`src/rtl/eoc_pkg.sv`:
```
// Shared definitions for the end-of-computation / runtime reporter.
// Holds the register map (byte offsets) and the control FSM state type.
// Address decode ignores the byte-lane bits [2:0] of the 5-bit offset.
package eoc_pkg;

  localparam logic [4:0] OFS_TOHOST   = 5'h00;
  localparam logic [4:0] OFS_RT_START = 5'h08;
  localparam logic [4:0] OFS_RT_STOP  = 5'h10;
  localparam logic [4:0] OFS_RUNTIME  = 5'h18;

  // Only the 64-bit word index takes part in decode.
  localparam logic [4:0] WORD_MASK    = 5'b11000;

  typedef enum logic [1:0] {
    ST_IDLE     = 2'd0,
    ST_COUNTING = 2'd1,
    ST_EXITED   = 2'd2
  } state_e;

  // True when a byte offset falls into the word of the given register.
  function automatic logic reg_hit(input logic [4:0] addr, input logic [4:0] ofs);
    return (addr & WORD_MASK) == ofs;
  endfunction

endpackage

```
`src/rtl/eoc_tohost_reporter_if.sv`:
```
// Core-side register access bus of the reporter.
// Latency: response (rvalid_o/rdata_o) one cycle after a granted request.
// Backpressure: none, the slave grants every request in the same cycle.
interface eoc_tohost_reporter_if #(
  parameter int DataWidth = 64
);

  logic                 req_i;
  logic                 we_i;
  logic [4:0]           addr_i;
  logic [DataWidth-1:0] wdata_i;
  logic                 gnt_o;
  logic                 rvalid_o;
  logic [DataWidth-1:0] rdata_o;

  modport master (
    output req_i, we_i, addr_i, wdata_i,
    input  gnt_o, rvalid_o, rdata_o
  );

  modport slave (
    input  req_i, we_i, addr_i, wdata_i,
    output gnt_o, rvalid_o, rdata_o
  );

endinterface

```
`src/rtl/eoc_cycle_counter.sv`:
```
// Saturating cycle counter with synchronous clear and count enable.
// Latency: clear and increment take effect on the next rising edge.
// Backpressure: none; sticks at all-ones instead of wrapping.
module eoc_cycle_counter #(
  parameter int Width = 64
) (
  input  logic             clk_i,
  input  logic             rst_i,
  input  logic             clr_i,
  input  logic             en_i,
  output logic [Width-1:0] cnt_o
);

  logic [Width-1:0] cnt_q;
  logic [Width-1:0] base;

  // A clear restarts from zero and the clearing cycle itself is counted when
  // enabled, so the value k cycles after the clear equals k.
  always_comb begin
    base = cnt_q;
    if (clr_i) begin
      base = '0;
    end
  end

  // Count register: increments while enabled, holds at all-ones.
  always_ff @(posedge clk_i or posedge rst_i) begin
    if (rst_i) begin
      cnt_q <= '0;
    end else if (en_i && !(&base)) begin
      cnt_q <= base + Width'(1);
    end else begin
      cnt_q <= base;
    end
  end

  assign cnt_o = cnt_q;

endmodule

```
`src/rtl/eoc_tohost_reporter.sv`:
```
// tohost end-of-computation register plus a start/stop runtime measurement.
// Latency: grant combinational, response one cycle later; exit_o/runtime_o
// update on the edge that ends the granted write. Backpressure: none.
module eoc_tohost_reporter
  import eoc_pkg::*;
#(
  parameter int DataWidth = 64,
  parameter int CntWidth  = 64
) (
  input  logic                  clk_i,
  input  logic                  rst_i,
  eoc_tohost_reporter_if.slave  bus,
  output logic [DataWidth-1:0]  exit_o,
  output logic [CntWidth-1:0]   runtime_o
);

  state_e               state_q, state_d;
  logic [DataWidth-1:0] exit_q;
  logic [DataWidth-1:0] shadow_q;
  logic [CntWidth-1:0]  runtime_q;
  logic                 rvalid_q;
  logic [DataWidth-1:0] rdata_q;
  logic [DataWidth-1:0] rd_sel;
  logic [CntWidth-1:0]  cnt;

  logic wr_acc, rd_acc;
  logic wr_tohost, wr_start, wr_stop;
  logic cnt_clr, cnt_en, rt_load, exit_load, shadow_load;

  assign wr_acc    = bus.req_i &  bus.we_i;
  assign rd_acc    = bus.req_i & ~bus.we_i;
  assign wr_tohost = wr_acc & reg_hit(bus.addr_i, OFS_TOHOST);
  assign wr_start  = wr_acc & reg_hit(bus.addr_i, OFS_RT_START);
  assign wr_stop   = wr_acc & reg_hit(bus.addr_i, OFS_RT_STOP);

  eoc_cycle_counter #(
    .Width (CntWidth)
  ) u_cnt (
    .clk_i (clk_i),
    .rst_i (rst_i),
    .clr_i (cnt_clr),
    .en_i  (cnt_en),
    .cnt_o (cnt)
  );

  // FSM state register.
  always_ff @(posedge clk_i or posedge rst_i) begin
    if (rst_i) begin
      state_q <= ST_IDLE;
    end else begin
      state_q <= state_d;
    end
  end

  // Next state and per-cycle control strobes; the exiting TOHOST write wins
  // over every other action, and EXITED ignores all writes.
  always_comb begin
    state_d     = state_q;
    cnt_clr     = 1'b0;
    cnt_en      = 1'b0;
    rt_load     = 1'b0;
    exit_load   = 1'b0;
    shadow_load = 1'b0;
    case (state_q)
      ST_IDLE: begin
        if (wr_tohost) begin
          shadow_load = 1'b1;
          if (bus.wdata_i[0]) begin
            exit_load = 1'b1;
            state_d   = ST_EXITED;
          end
        end else if (wr_start) begin
          cnt_clr = 1'b1;
          cnt_en  = 1'b1;
          state_d = ST_COUNTING;
        end
      end
      ST_COUNTING: begin
        cnt_en = 1'b1;
        if (wr_tohost) begin
          shadow_load = 1'b1;
          if (bus.wdata_i[0]) begin
            exit_load = 1'b1;
            rt_load   = 1'b1;
            cnt_en    = 1'b0;
            state_d   = ST_EXITED;
          end
        end else if (wr_start) begin
          cnt_clr = 1'b1;
        end else if (wr_stop) begin
          rt_load = 1'b1;
          state_d = ST_IDLE;
        end
      end
      ST_EXITED: begin
        state_d = ST_EXITED;
      end
      default: begin
        state_d = ST_IDLE;
      end
    endcase
  end

  // Exit word, TOHOST shadow and runtime buffer; the count sampled is the
  // value before this cycle's increment, i.e. stop cycle minus start cycle.
  always_ff @(posedge clk_i or posedge rst_i) begin
    if (rst_i) begin
      exit_q    <= '0;
      shadow_q  <= '0;
      runtime_q <= '0;
    end else begin
      if (exit_load) begin
        exit_q <= bus.wdata_i;
      end
      if (shadow_load) begin
        shadow_q <= bus.wdata_i;
      end
      if (rt_load) begin
        runtime_q <= cnt;
      end
    end
  end

  // Read mux over current register contents; unmapped words read as zero.
  always_comb begin
    rd_sel = '0;
    if (reg_hit(bus.addr_i, OFS_TOHOST)) begin
      rd_sel = shadow_q;
    end else if (reg_hit(bus.addr_i, OFS_RUNTIME)) begin
      rd_sel = DataWidth'(runtime_q);
    end
  end

  // Registered response: one cycle after every granted access, zero data
  // for writes.
  always_ff @(posedge clk_i or posedge rst_i) begin
    if (rst_i) begin
      rvalid_q <= 1'b0;
      rdata_q  <= '0;
    end else begin
      rvalid_q <= bus.req_i;
      rdata_q  <= rd_acc ? rd_sel : '0;
    end
  end

  assign bus.gnt_o    = bus.req_i;
  assign bus.rvalid_o = rvalid_q;
  assign bus.rdata_o  = rdata_q;
  assign exit_o       = exit_q;
  assign runtime_o    = runtime_q;

endmodule

```
`src/flat_wrapper.sv`:
```
// flat-port wrapper written by rule: the top's interface ports become plain ports
module eoc_tohost_reporter_flat import eoc_pkg::*;
#(
  parameter int DataWidth = 64,
  parameter int CntWidth  = 64
)
  (clk_i, rst_i, exit_o, runtime_o, bus_req_i, bus_we_i, bus_addr_i, bus_wdata_i, bus_gnt_o, bus_rvalid_o, bus_rdata_o);
  eoc_tohost_reporter_if #(.DataWidth(DataWidth)) bus_i ();
  input  logic clk_i;
  input  logic rst_i;
  output logic [DataWidth-1:0] exit_o;
  output logic [CntWidth-1:0] runtime_o;
  input wire logic [$bits(bus_i.req_i)-1:0] bus_req_i;
  input wire logic [$bits(bus_i.we_i)-1:0] bus_we_i;
  input wire logic [$bits(bus_i.addr_i)-1:0] bus_addr_i;
  input wire logic [$bits(bus_i.wdata_i)-1:0] bus_wdata_i;
  output wire logic [$bits(bus_i.gnt_o)-1:0] bus_gnt_o;
  output wire logic [$bits(bus_i.rvalid_o)-1:0] bus_rvalid_o;
  output wire logic [$bits(bus_i.rdata_o)-1:0] bus_rdata_o;
  assign bus_i.req_i = bus_req_i;
  assign bus_i.we_i = bus_we_i;
  assign bus_i.addr_i = bus_addr_i;
  assign bus_i.wdata_i = bus_wdata_i;
  assign bus_gnt_o = bus_i.gnt_o;
  assign bus_rvalid_o = bus_i.rvalid_o;
  assign bus_rdata_o = bus_i.rdata_o;
  eoc_tohost_reporter #(.DataWidth(DataWidth), .CntWidth(CntWidth)) u_core (.clk_i(clk_i), .rst_i(rst_i), .bus(bus_i), .exit_o(exit_o), .runtime_o(runtime_o));
endmodule
```
`config.mk`:
```
export PLATFORM = sky130hd
export DESIGN_NAME = eoc_tohost_reporter_flat
export DESIGN_NICKNAME = d
export VERILOG_FILES = /design/src/rtl/eoc_pkg.sv /design/src/rtl/eoc_tohost_reporter_if.sv /design/src/rtl/eoc_cycle_counter.sv /design/src/rtl/eoc_tohost_reporter.sv /design/src/flat_wrapper.sv
export SDC_FILE = /design/constraint.sdc
export NUM_CORES = 1
export LEC_CHECK = 0
export BUFFER_PORTS_ARGS = -buffer_cell sky130_fd_sc_hd__buf_2
export CORE_ASPECT_RATIO = 0.9
export CORE_MARGIN = 4
export CORE_UTILIZATION = 40
export DETAILED_ROUTE_END_ITERATION = 8
export PLACE_DENSITY = 0.61
export SYNTH_ARGS = -nofsm -noshare
export SYNTH_HDL_FRONTEND = slang
export SYNTH_SLANG_ARGS = --single-unit
```
`constraint.sdc`:
```
create_clock -name clk_i -period 16.34 [get_ports clk_i]
set_input_delay 1.634 -clock clk_i [delete_from_list [all_inputs] [get_ports clk_i]]
set_output_delay 1.634 -clock clk_i [all_outputs]
set_load 0.02 [all_outputs]
```
==> impl_results.md <==
- Cell Rows: 62
- R2R Path Start: u_core.state_q[1]$_DFFE_PP0P_
- Mapped Nets: 1092
- Commonest cells post-synth: 323 x dfrtp_1, 190 x mux2_2, 123 x nor2_1, 64 x a22oi_1, 48 x clkbuf_1
- Final GP Congestion: 0.793
- Post-CTS Hold Buffers: 0
- Pwr per Cell Area: about 130 nW/um2
- Total grt overflow: 0
- Post-synth top area share: roughly three fifths
- Setup WS post-layout: 12.30 ns
- Die X-Extent: 199 um
- Required @ worst endpoint: 16.73 ns
- Share of power burned in registers: 46.6%
- Hold WC Path Type: flip-flop to flip-flop
- Largest fanout on the critical path: 66
- Crit path from: bus_addr_i[4]
- Final Setup Violations: 0
- Drt pass-1 iters: 5
- Nets: ~1.3k
- Hold endpoint: u_core.exit_o[0]$_DFFE_PP0P_
- Worst Max-Slew Pin Slew: slightly above 1 ns
- Maximum capacitance violations: 0
- CTS sink cnt: 323
- Syn. warnings: 0
- Vias per cell: roughly 5.2
- Fraction of layout cells with a size suffix above 1: 41.8%
- Die area: around 36000 um2
- Avg WL per Cell: 18.5 um
- Synth area leaders: dfrtp_1 62%, mux2_2 16%, a22oi_1 3.7%
- Clk Latency, worst-skew pair: 0.51 ns
- Clock root buffer: clkbuf_16
- DRT antenna net count: 0
- Num ports: 267
- DRC: 0
- Ant diodes: 0
- Final number of hold-violating endpoints: 0
- Fin Setup TNS: 0 ns
- GR Util All Layers: 17.4%
- Pwr Total: 2.15 mW
- Number of fill cells in the layout: 2905
- Relative slew slack: between 30% and 40%
- First-pass GRT wire length: 50.8 mm
- Most common cell in the synthesized netlist: dfrtp_1
- Post-synth top area cell: dfrtp_1
- Die extent in y: 180 um
- Final instance area: 16100 um2
- Max-slew violations: 0
- Drt first-iter violations: approximately 440
- Hold Path Depth: 1
- Crit. End Element: flip-flop
- Initial core utilization: roughly two fifths
- Placement Setup Slack: 11.73 ns
- Initial antenna violation count: 0
- Prevailing post-synth register cell: dfrtp_1
- Run status: finished clean
- Final period util: about a quarter
- Depth of the CTS H-tree: 2
- CTS max path bufs: 3
- Sw Ratio: between 20% and 30%
- Clk slew on worst S/H paths: 0.05 ns
- WL final: 31.8 mm
- Post-CTS Setup Bufs: 0
- Netlist cell types: 47
- Critical path startpoint category: input pin
- Number of buffers added on ports: 263
- Cell Int Power: between 1.5 and 2 mW
- Max VDD drop: roughly 0.093 mV
- Post-DP HPWL: approximately 21 mm
- RSZ-0062 raised after global routing: no
- Vias in the first global route: 9111
- Area grow syn2layout: 22.5%
- Ys async rst share: 100%
- CTS tree: built
- Post-synth EDFFs: 0
- Worst Reg-to-Reg Cells: 5
- Largest net degree at the start of global routing: 110
- Synth Cell Area: 13100 um2
- Critical Path AT: 4.43 ns
- CTS Buf Count: 37
- Reg2Reg Capture Point: u_core.exit_o[51]$_DFFE_PP0P_
- Clock skew: ~0.012 ns
- Reg2Reg Setup Slack: 13.13 ns
- Shortest period the worst path allows: 4.04 ns
- Register area share after synthesis: 61.5%
- Combinational Power Share: 14.5%
- Setup CP Type: input pin to flip-flop
- Flops & latches, synth: 323
- Pleak: 8.02 nW
- P_sw: 0.560 mW
- Clock share of power: 38.9%
- Post-CTS Resized: 0
- Hold_sp: u_core.exit_o[0]$_DFFE_PP0P_
- Avg Cell Area, Syn: 12.9 um2
- Core Box Area: 32200 um2
- Placed Area: ~15000 um2
- Post-Syn Instances: between 1k and 1.5k
- Peak Freq: 0.247 GHz
- Vias: 8990
power by group through the flow:
stage	sequential, mW	combinational (mW)	clock, mW
after floorplan	1.06	0.161	0
after global placement	1.01	0.309	0
after detailed placement	1.01	0.317	0
after CTS	1.00	0.318	0.862
after global routing	1.02	0.341	0.900
final	1.00	0.312	0.836
final cells by class:
type                    instances  area, um2  share of cell area, %
clock buffers                  51       1070                   6.64
flip-flops and latches        323       8080                   50.2
inverters                       7       33.8                  0.210
multi-input cells             633       4830                   30.0
well taps                     416        520                   3.23
clock inverters                12        166                   1.03
repair buffers                273       1390                   8.64
state kept, by name, indices dropped and copies added, names as in the netlist:
register             flops
u_core.shadow_q         64
u_core.u_cnt.cnt_o      64
u_core.bus.rvalid_o      1
u_core.bus.rdata_o      64
u_core.runtime_o        64
u_core.exit_o           64
u_core.state_q           2
worst max path at each step:
stage,slack [ns],end
4_1_cts,12.28,u_core.exit_o[28]$_DFFE_PP0P_
2_1_floorplan,5.76,u_core.bus.rdata_o[0]$_DFF_PP0_
6_report,12.30,u_core.exit_o[51]$_DFFE_PP0P_
3_3_place_gp,11.82,u_core.exit_o[18]$_DFFE_PP0P_
5_1_grt,12.17,u_core.exit_o[19]$_DFFE_PP0P_
3_5_place_dp,11.73,u_core.exit_o[51]$_DFFE_PP0P_
kinds of logic (layout without fill, tap and decap cells):
group / after synthesis / in the layout / synth area share [%]
AOI/OAI and AO/OA: 90 / 90 / 4.95
DFF: 323 / 323 / 61.5
buffers and inverters: 63 / 343 / 1.98
xor gates and xnor gates: 54 / 54 / 3.60
muxes: 190 / 190 / 16.3
and+or+nand+nor: 299 / 299 / 11.7
through the flow:
| step | utilization [%] | std cells | hold slack, ns |
|---|---|---|---|
| 4_1_cts | 50.0 | 1715 | 0.470 |
| 3_3_place_gp | 46.2 | 1652 | 0.444 |
| 5_1_grt | 50.0 | 1715 | 0.500 |
| 3_5_place_dp | 46.2 | 1652 | 0.450 |
| 6_report | 50.0 | 1715 | 0.467 |
| 2_1_floorplan | - | 1019 | 0.451 |
layer usage:
metal | routed length, um | global-route usage (%) | vias to the layer above
met5 | 0 | 0 | -
met4 | 647 | 4.51 | 0
met3 | 1880 | 4.44 | 51
met2 | 15500 | 28.9 | 220
met1 | 13800 | 22.9 | 4578
li1 | - | - | 4141
placed cells by master (no fill, tap or decap), types with 3 or more instances in the layout:
| cell | count |
|---|---|
| bufinv_16 | 4 |
| and3_1 | 9 |
| nor4_1 | 11 |
| mux2_2 | 190 |
| and2_1 | 6 |
| nor3_1 | 20 |
| inv_1 | 6 |
| and4_1 | 13 |
| xor2_1 | 21 |
| clkinv_2 | 6 |
| clkbuf_16 | 37 |
| a31o_2 | 3 |
| xnor2_1 | 33 |
| a21oi_1 | 10 |
| nand4_1 | 24 |
| buf_4 | 10 |
| buf_2 | 263 |
| nand3_1 | 22 |
| clkbuf_1 | 5 |
| a22oi_1 | 64 |
| clkbuf_8 | 9 |
| o21ai_0 | 5 |
| dfrtp_1 | 323 |
| nand2_1 | 41 |
| nand2b_1 | 4 |
| nor2_4 | 3 |
| nor2_1 | 121 |
critical path, stage by stage:
cell	delay (ns)
buf_2	0.16
or2_1	0.39
nor2_4	0.13
buf_4	0.80
nand2_4	0.76
mux2_2	0.52
No activity file was read; power rests on OpenSTA's default activity.
